===== src/rtl/vga_pkg.sv =====
// rtl/vga_pkg.sv - shared screen geometry, 640x480@60 timing constants and counter types
package vga_pkg;

    localparam int SCREEN_WIDTH  = 640;
    localparam int SCREEN_HEIGHT = 480;

    localparam int H_ACTIVE = SCREEN_WIDTH;
    localparam int H_FP     = 16;
    localparam int H_SYNC   = 96;
    localparam int H_BP     = 48;
    localparam int V_ACTIVE = SCREEN_HEIGHT;
    localparam int V_FP     = 10;
    localparam int V_SYNC   = 2;
    localparam int V_BP     = 33;

    localparam int H_TOTAL = H_ACTIVE + H_FP + H_SYNC + H_BP;
    localparam int V_TOTAL = V_ACTIVE + V_FP + V_SYNC + V_BP;

    localparam logic SYNC_ACTIVE = 1'b0;

    localparam int HCOUNT_WIDTH = 10;
    localparam int VCOUNT_WIDTH = 10;

    typedef logic [HCOUNT_WIDTH-1:0] hcount_t;
    typedef logic [VCOUNT_WIDTH-1:0] vcount_t;

endpackage


===== src/rtl/vga_if.sv =====
// rtl/vga_if.sv - raster position/sync bundle; src = timing generator, dst = renderers
interface vga_if;
    import vga_pkg::*;

    hcount_t hcount;
    vcount_t vcount;
    logic    hsync;
    logic    vsync;
    logic    blank;

    modport src (output hcount, vcount, hsync, vsync, blank);
    modport dst (input  hcount, vcount, hsync, vsync, blank);
endinterface


===== src/rtl/vga_axis_counter.sv =====
// rtl/vga_axis_counter.sv - one raster axis: position counter with registered sync/blank decode
// Ports: clk, rst_n (async active-low), step (advance), clear (sync return to 0),
//        count (registered position), wrap (comb: stepping past the last position),
//        sync/blank (registered, decoded from the same next-state value as count)
module vga_axis_counter #(
    parameter int   ACTIVE     = 640,
    parameter int   FP         = 16,
    parameter int   SYNC       = 96,
    parameter int   BP         = 48,
    parameter int   WIDTH      = 10,
    parameter logic SYNC_LEVEL = 1'b0
) (
    input  logic             clk,
    input  logic             rst_n,
    input  logic             step,
    input  logic             clear,
    output logic [WIDTH-1:0] count,
    output logic             wrap,
    output logic             sync,
    output logic             blank
);

    localparam int TOTAL = ACTIVE + FP + SYNC + BP;

    logic [WIDTH-1:0] count_next;
    logic             at_last;

    assign at_last = (int'(count) == TOTAL - 1);
    assign wrap    = step && !clear && at_last;

    always_comb begin
        count_next = count;
        if (clear) begin
            count_next = '0;
        end else if (step) begin
            count_next = at_last ? '0 : count + 1'b1;
        end
    end

    // Decoding from count_next keeps sync/blank aligned with the count they describe.
    always_ff @(posedge clk or negedge rst_n) begin
        if (!rst_n) begin
            count <= '0;
            sync  <= ~SYNC_LEVEL;
            blank <= 1'b0;
        end else begin
            count <= count_next;
            sync  <= (int'(count_next) >= ACTIVE + FP && int'(count_next) < ACTIVE + FP + SYNC)
                     ? SYNC_LEVEL : ~SYNC_LEVEL;
            blank <= (int'(count_next) >= ACTIVE);
        end
    end

endmodule


===== src/rtl/vga_timing_gen.sv =====
// rtl/vga_timing_gen.sv - 640x480@60 raster timing source with line/frame start pulses
// Ports: clk_in, rst_n_in (async active-low), pix_en_in (pixel strobe),
//        vga_out (vga_if.src: hcount, vcount, hsync, vsync, blank),
//        line_start_out / frame_start_out (one-cycle wrap pulses),
//        frame_count_out[15:0] only when VGA_FRAME_COUNT_EN is defined.
module vga_timing_gen #(
    parameter int H_ACTIVE = vga_pkg::H_ACTIVE,
    parameter int H_FP     = vga_pkg::H_FP,
    parameter int H_SYNC   = vga_pkg::H_SYNC,
    parameter int H_BP     = vga_pkg::H_BP,
    parameter int V_ACTIVE = vga_pkg::V_ACTIVE,
    parameter int V_FP     = vga_pkg::V_FP,
    parameter int V_SYNC   = vga_pkg::V_SYNC,
    parameter int V_BP     = vga_pkg::V_BP
) (
    input  logic        clk_in,
    input  logic        rst_n_in,
    input  logic        pix_en_in,
    vga_if.src          vga_out,
    output logic        line_start_out,
`ifdef VGA_FRAME_COUNT_EN
    output logic        frame_start_out,
    output logic [15:0] frame_count_out
`else
    output logic        frame_start_out
`endif
);
    import vga_pkg::hcount_t;
    import vga_pkg::vcount_t;
    import vga_pkg::HCOUNT_WIDTH;
    import vga_pkg::VCOUNT_WIDTH;
    import vga_pkg::SYNC_ACTIVE;

    localparam int H_TOT = H_ACTIVE + H_FP + H_SYNC + H_BP;
    localparam int V_TOT = V_ACTIVE + V_FP + V_SYNC + V_BP;

    if (H_TOT > 2 ** HCOUNT_WIDTH) begin : g_h_too_wide
        $error("vga_timing_gen: horizontal total does not fit hcount");
    end
    if (V_TOT > 2 ** VCOUNT_WIDTH) begin : g_v_too_wide
        $error("vga_timing_gen: vertical total does not fit vcount");
    end

    hcount_t h_count;
    vcount_t v_count;
    logic    h_wrap, v_wrap;
    logic    h_sync, v_sync;
    logic    h_blank, v_blank;

    vga_axis_counter #(
        .ACTIVE(H_ACTIVE), .FP(H_FP), .SYNC(H_SYNC), .BP(H_BP),
        .WIDTH(HCOUNT_WIDTH), .SYNC_LEVEL(SYNC_ACTIVE)
    ) u_h_axis (
        .clk   (clk_in),
        .rst_n (rst_n_in),
        .step  (pix_en_in),
        .clear (1'b0),
        .count (h_count),
        .wrap  (h_wrap),
        .sync  (h_sync),
        .blank (h_blank)
    );

    // The vertical axis advances in the same edge the horizontal one wraps,
    // so both counters always name the same pixel.
    vga_axis_counter #(
        .ACTIVE(V_ACTIVE), .FP(V_FP), .SYNC(V_SYNC), .BP(V_BP),
        .WIDTH(VCOUNT_WIDTH), .SYNC_LEVEL(SYNC_ACTIVE)
    ) u_v_axis (
        .clk   (clk_in),
        .rst_n (rst_n_in),
        .step  (h_wrap & pix_en_in),
        .clear (1'b0),
        .count (v_count),
        .wrap  (v_wrap),
        .sync  (v_sync),
        .blank (v_blank)
    );

    assign vga_out.hcount = h_count;
    assign vga_out.vcount = v_count;
    assign vga_out.hsync  = h_sync;
    assign vga_out.vsync  = v_sync;
    assign vga_out.blank  = h_blank | v_blank;

    // Pulses follow the wrap that just moved the counters; a disabled cycle
    // has no wrap, so a pulse never stretches across held cycles.
    always_ff @(posedge clk_in or negedge rst_n_in) begin
        if (!rst_n_in) begin
            line_start_out  <= 1'b0;
            frame_start_out <= 1'b0;
        end else begin
            line_start_out  <= h_wrap;
            frame_start_out <= v_wrap;
        end
    end

`ifdef VGA_FRAME_COUNT_EN
    always_ff @(posedge clk_in or negedge rst_n_in) begin
        if (!rst_n_in) begin
            frame_count_out <= 16'd0;
        end else if (v_wrap) begin
            frame_count_out <= frame_count_out + 16'd1;
        end
    end
`endif

endmodule


===== src/flat_wrapper.sv =====
// flat-port wrapper written by rule: the top's interface ports become plain ports
module vga_timing_gen_flat import vga_pkg::hcount_t; import vga_pkg::vcount_t; import vga_pkg::HCOUNT_WIDTH; import vga_pkg::VCOUNT_WIDTH; import vga_pkg::SYNC_ACTIVE;
#(
    parameter int H_ACTIVE = vga_pkg::H_ACTIVE,
    parameter int H_FP     = vga_pkg::H_FP,
    parameter int H_SYNC   = vga_pkg::H_SYNC,
    parameter int H_BP     = vga_pkg::H_BP,
    parameter int V_ACTIVE = vga_pkg::V_ACTIVE,
    parameter int V_FP     = vga_pkg::V_FP,
    parameter int V_SYNC   = vga_pkg::V_SYNC,
    parameter int V_BP     = vga_pkg::V_BP
)
  (clk_in, rst_n_in, pix_en_in, line_start_out, frame_start_out, vga_out_hcount, vga_out_vcount, vga_out_hsync, vga_out_vsync, vga_out_blank);
  vga_if vga_out_i ();
  input  logic clk_in;
  input  logic rst_n_in;
  input  logic pix_en_in;
  output logic line_start_out;
  output logic frame_start_out;
  output wire logic [$bits(vga_out_i.hcount)-1:0] vga_out_hcount;
  output wire logic [$bits(vga_out_i.vcount)-1:0] vga_out_vcount;
  output wire logic [$bits(vga_out_i.hsync)-1:0] vga_out_hsync;
  output wire logic [$bits(vga_out_i.vsync)-1:0] vga_out_vsync;
  output wire logic [$bits(vga_out_i.blank)-1:0] vga_out_blank;
  assign vga_out_hcount = vga_out_i.hcount;
  assign vga_out_vcount = vga_out_i.vcount;
  assign vga_out_hsync = vga_out_i.hsync;
  assign vga_out_vsync = vga_out_i.vsync;
  assign vga_out_blank = vga_out_i.blank;
  vga_timing_gen #(.H_ACTIVE(H_ACTIVE), .H_FP(H_FP), .H_SYNC(H_SYNC), .H_BP(H_BP), .V_ACTIVE(V_ACTIVE), .V_FP(V_FP), .V_SYNC(V_SYNC), .V_BP(V_BP)) u_core (.clk_in(clk_in), .rst_n_in(rst_n_in), .pix_en_in(pix_en_in), .vga_out(vga_out_i), .line_start_out(line_start_out), .frame_start_out(frame_start_out));
endmodule

===== config.mk =====
export PLATFORM = sky130hd
export DESIGN_NAME = vga_timing_gen_flat
export DESIGN_NICKNAME = d
export VERILOG_FILES = /design/src/rtl/vga_pkg.sv /design/src/rtl/vga_if.sv /design/src/rtl/vga_axis_counter.sv /design/src/rtl/vga_timing_gen.sv /design/src/flat_wrapper.sv
export SDC_FILE = /design/constraint.sdc
export NUM_CORES = 1
export LEC_CHECK = 0
export CAP_MARGIN = 20
export CORE_MARGIN = 3
export CORE_UTILIZATION = 35
export DETAILED_ROUTE_END_ITERATION = 10
export HOLD_SLACK_MARGIN = 0.1
export SLEW_MARGIN = 10
export SYNTH_ARGS = -nofsm -noshare
export SYNTH_HDL_FRONTEND = slang
export SYNTH_SLANG_ARGS = --single-unit

===== constraint.sdc =====
create_clock -name clk_in -period 3.1 [get_ports clk_in]
set_clock_uncertainty 0.1 [all_clocks]
set_input_delay 0.62 -clock clk_in [delete_from_list [all_inputs] [get_ports clk_in]]
set_output_delay 0.62 -clock clk_in [all_outputs]
set_load 0.05 [all_outputs]

==> flow_summary.toml <==
[timing]
timing.final.ws_setup_ns = 0.5891
hold_ws_ns = 0.4684
max_freq_ghz = 0.3983
final.min_clock_period_ns = 2.511
slew_violations = 0
fin_crit_sh = 0.8100
rsz0062_at_grt = "no"
relSlewSlack = 0.6632
fin_setup_tns_ns = 0
tightest_slew_ns = 0.5036
final_hold_viol_count = 0
finalSetupViolCount = 0

[critical_path]
path_cells = "clkdlybuf4s50_1"
r2r_start = "u_core.u_h_axis.count[5]$_DFF_PN0_"
crit_cells = 1
reg2reg_depth = 5
crit_path_start = "u_core.u_h_axis.count[5]$_DFF_PN0_"
rrSetupSlack_ns = 0.65
crit_path_end = "vga_out_hcount[5]"
crit_buf_inv = 1
crit_path_max_incr_delay_ns = 0.89
critPathMaxFanout = 14
path_delay_family = "buffers and inverters"
worstSetupPathType = "flip-flop to output port"
critical_path_arrival_ns = 1.79
startpoint_type = "flip-flop"
required_ns = 2.38
cp_slowest_cell = "clkdlybuf4s50_1"
reg2reg_to = "u_core.u_v_axis.blank$_DFF_PN0_"
worstSetupEndpointType = "output port"

[global_route]
grt_usage = 0.1375
grt_first_pass_wirelength_mm = 5.658
grtUsageMet2 = 0.2370
grt_max_degree = 27
met1_usage = 0.1741
busiest_layer = "met2"
grt-ovfl-total = 0
antenna_found_initial = 0
globalRouteMet3Util = 0.02590
grt_pass1_vias = 1208

[synthesis]
synth_fp_nets = 153
synth_warnings = 0
synth.distinct_cells = 47
yosys_most_used_dff = "dfrtp_1"
syn_inst = 147
syn_area_um2 = 1449
avgSynthCellArea_um2 = 9.856
async_reset_ff_frac = 1.000
yosysSeqAreaShare = 0.4508
synth-seq-cells = 26
synth-edff-count = 0

[flow_run]
maxCapViolCount = 0

[die]
ios = 28
core-area_um2 = 3826
start_util = 0.3787
row_count = 22
die_w_um = 70.34
die_h_um = 70.34
dieArea_um2 = 4948

[power]
vdd_drop_max_uv = 547.2
p_int_uw = 594.7
pwr-share-clk = 0.226
seq_power_share = 0.463
share_comb_of_total_power = 0.311
p_sw_uw = 356.2
power_uw = 950.9
cellPowerDensity_nw_per_um2 = 526.3
p_leak_nw = 0.7564
switching_share = 0.3746

[placement]
io_buffers = 27
dp_hpwl_mm = 2.427
dpl_worst_slack_ns = 0.3262
dp.cells = 219
routabilityCongestion = 0.8013
placed_area_um2 = 1752

[status]
run_status = "completed"

[routing]
wire_per_inst_um = 14.48
drt_iter0_markers = 65
via_per_inst = 5.543
first_pass_iters = 4
routed_wl_mm = 3.229
antenna_left = 0
num_vias = 1236
drc = 0

[clock_tree]
cts_tree = "done"
clockRootBuffer = "clkbuf_8"
cts.clk_slew.worst_paths_ns = 0.09
cts_resized = 0
clock_sinks = 26
insertion_delay_ns = 0.27
clockBufferDepth = 2
postCtsHoldBufs = 0
htreeDepth = 1
postCtsSetupRepairBufs = 0
numCtsBuffers = 3

[finish]
fin_area_um2 = 1807
instances_no_fill = 223
register_area_um2 = 653.1
area_delta_synth_final_pct = 24.70
nets = 182
num_antenna_cells = 0
drive_gt1_frac = 0.09714
multi_input_area_um2 = 708.2
final_common_cell = "clkdlybuf4s50_1"
final_cell_mix = "clkdlybuf4s50_1, dfrtp_1, nand2_1, inv_1, nand4_1"
n_fill_cell = 371
utilization = 0.4722

[hold_path]
min_path_type = "flip-flop to flip-flop"
min_from = "u_core.u_h_axis.count[2]$_DFF_PN0_"
layout make-up:
| class | count | share of cell area |
|---|---|---|
| Clock buffer | 4 | 0.03047 |
| Multi-Input combinational cell | 104 | 0.3920 |
| Sequential cell | 26 | 0.3615 |
| Inverter | 12 | 0.02493 |
| Tap cell | 48 | 0.03324 |
| Timing Repair Buffer | 29 | 0.1579 |
state kept, by name (all words and copies together) (netlist names):
register                cells
u_core.u_h_axis.count      10
u_core.u_v_axis.count      10
u_core.frame_start_out      1
u_core.line_start_out       1
u_core.u_h_axis.blank       1
u_core.u_h_axis.sync        1
u_core.u_v_axis.blank       1
u_core.u_v_axis.sync        1
layer usage:
metal  vias up  wire (um)
met5         -          0
met4         0         33
met3         4        174
met2        45       1567
met1       592       1454
li1        595          -
power groups by stage:
stage / combinational (mW) / sequential (mW) / clock, mW
3_5_place_dp: 0.296 / 0.445 / 0
2_1_floorplan: 0.124 / 0.531 / 0
4_1_cts: 0.298 / 0.439 / 0.222
3_3_place_gp: 0.294 / 0.444 / 0
6_report: 0.295 / 0.440 / 0.215
5_1_grt: 0.313 / 0.452 / 0.235
worst min path at each step:
stage	endpoint	slack [ns]	depth (start not counted)
after floorplan	u_core.frame_start_out$_DFF_PN0_	0.22	0
after global placement	u_core.u_h_axis.count[0]$_DFF_PN0_	0.43	2
after detailed placement	u_core.u_h_axis.count[2]$_DFF_PN0_	0.44	1
after CTS	u_core.u_h_axis.count[2]$_DFF_PN0_	0.46	1
after global routing	u_core.u_h_axis.count[2]$_DFF_PN0_	0.51	1
final	u_core.u_h_axis.count[2]$_DFF_PN0_	0.47	1
cells in the mapped netlist, types with 4 or more instances:
master	count	area (um^2)
nand2_1	13	48.80
nand4_1	10	62.56
dfrtp_1	24	600.6
inv_1	11	41.29
xnor2_1	5	43.79
a21oi_1	4	20.02
or4_1	4	30.03
nor2_1	7	26.28
nand3_1	7	35.03
o21ai_0	7	35.03
cell families (layout without fill, tap and decap cells):
group	Yosys count	after routing	share of synthesized area
flops	26	26	0.4508
compound gates	31	31	0.1477
buf+inv	17	45	0.06044
simple gates	61	61	0.2599
fa+ha+maj	3	3	0.02591
mux	1	1	0.006909
xor+xnor	8	8	0.04836
Power figures use the tool's default switching activity.
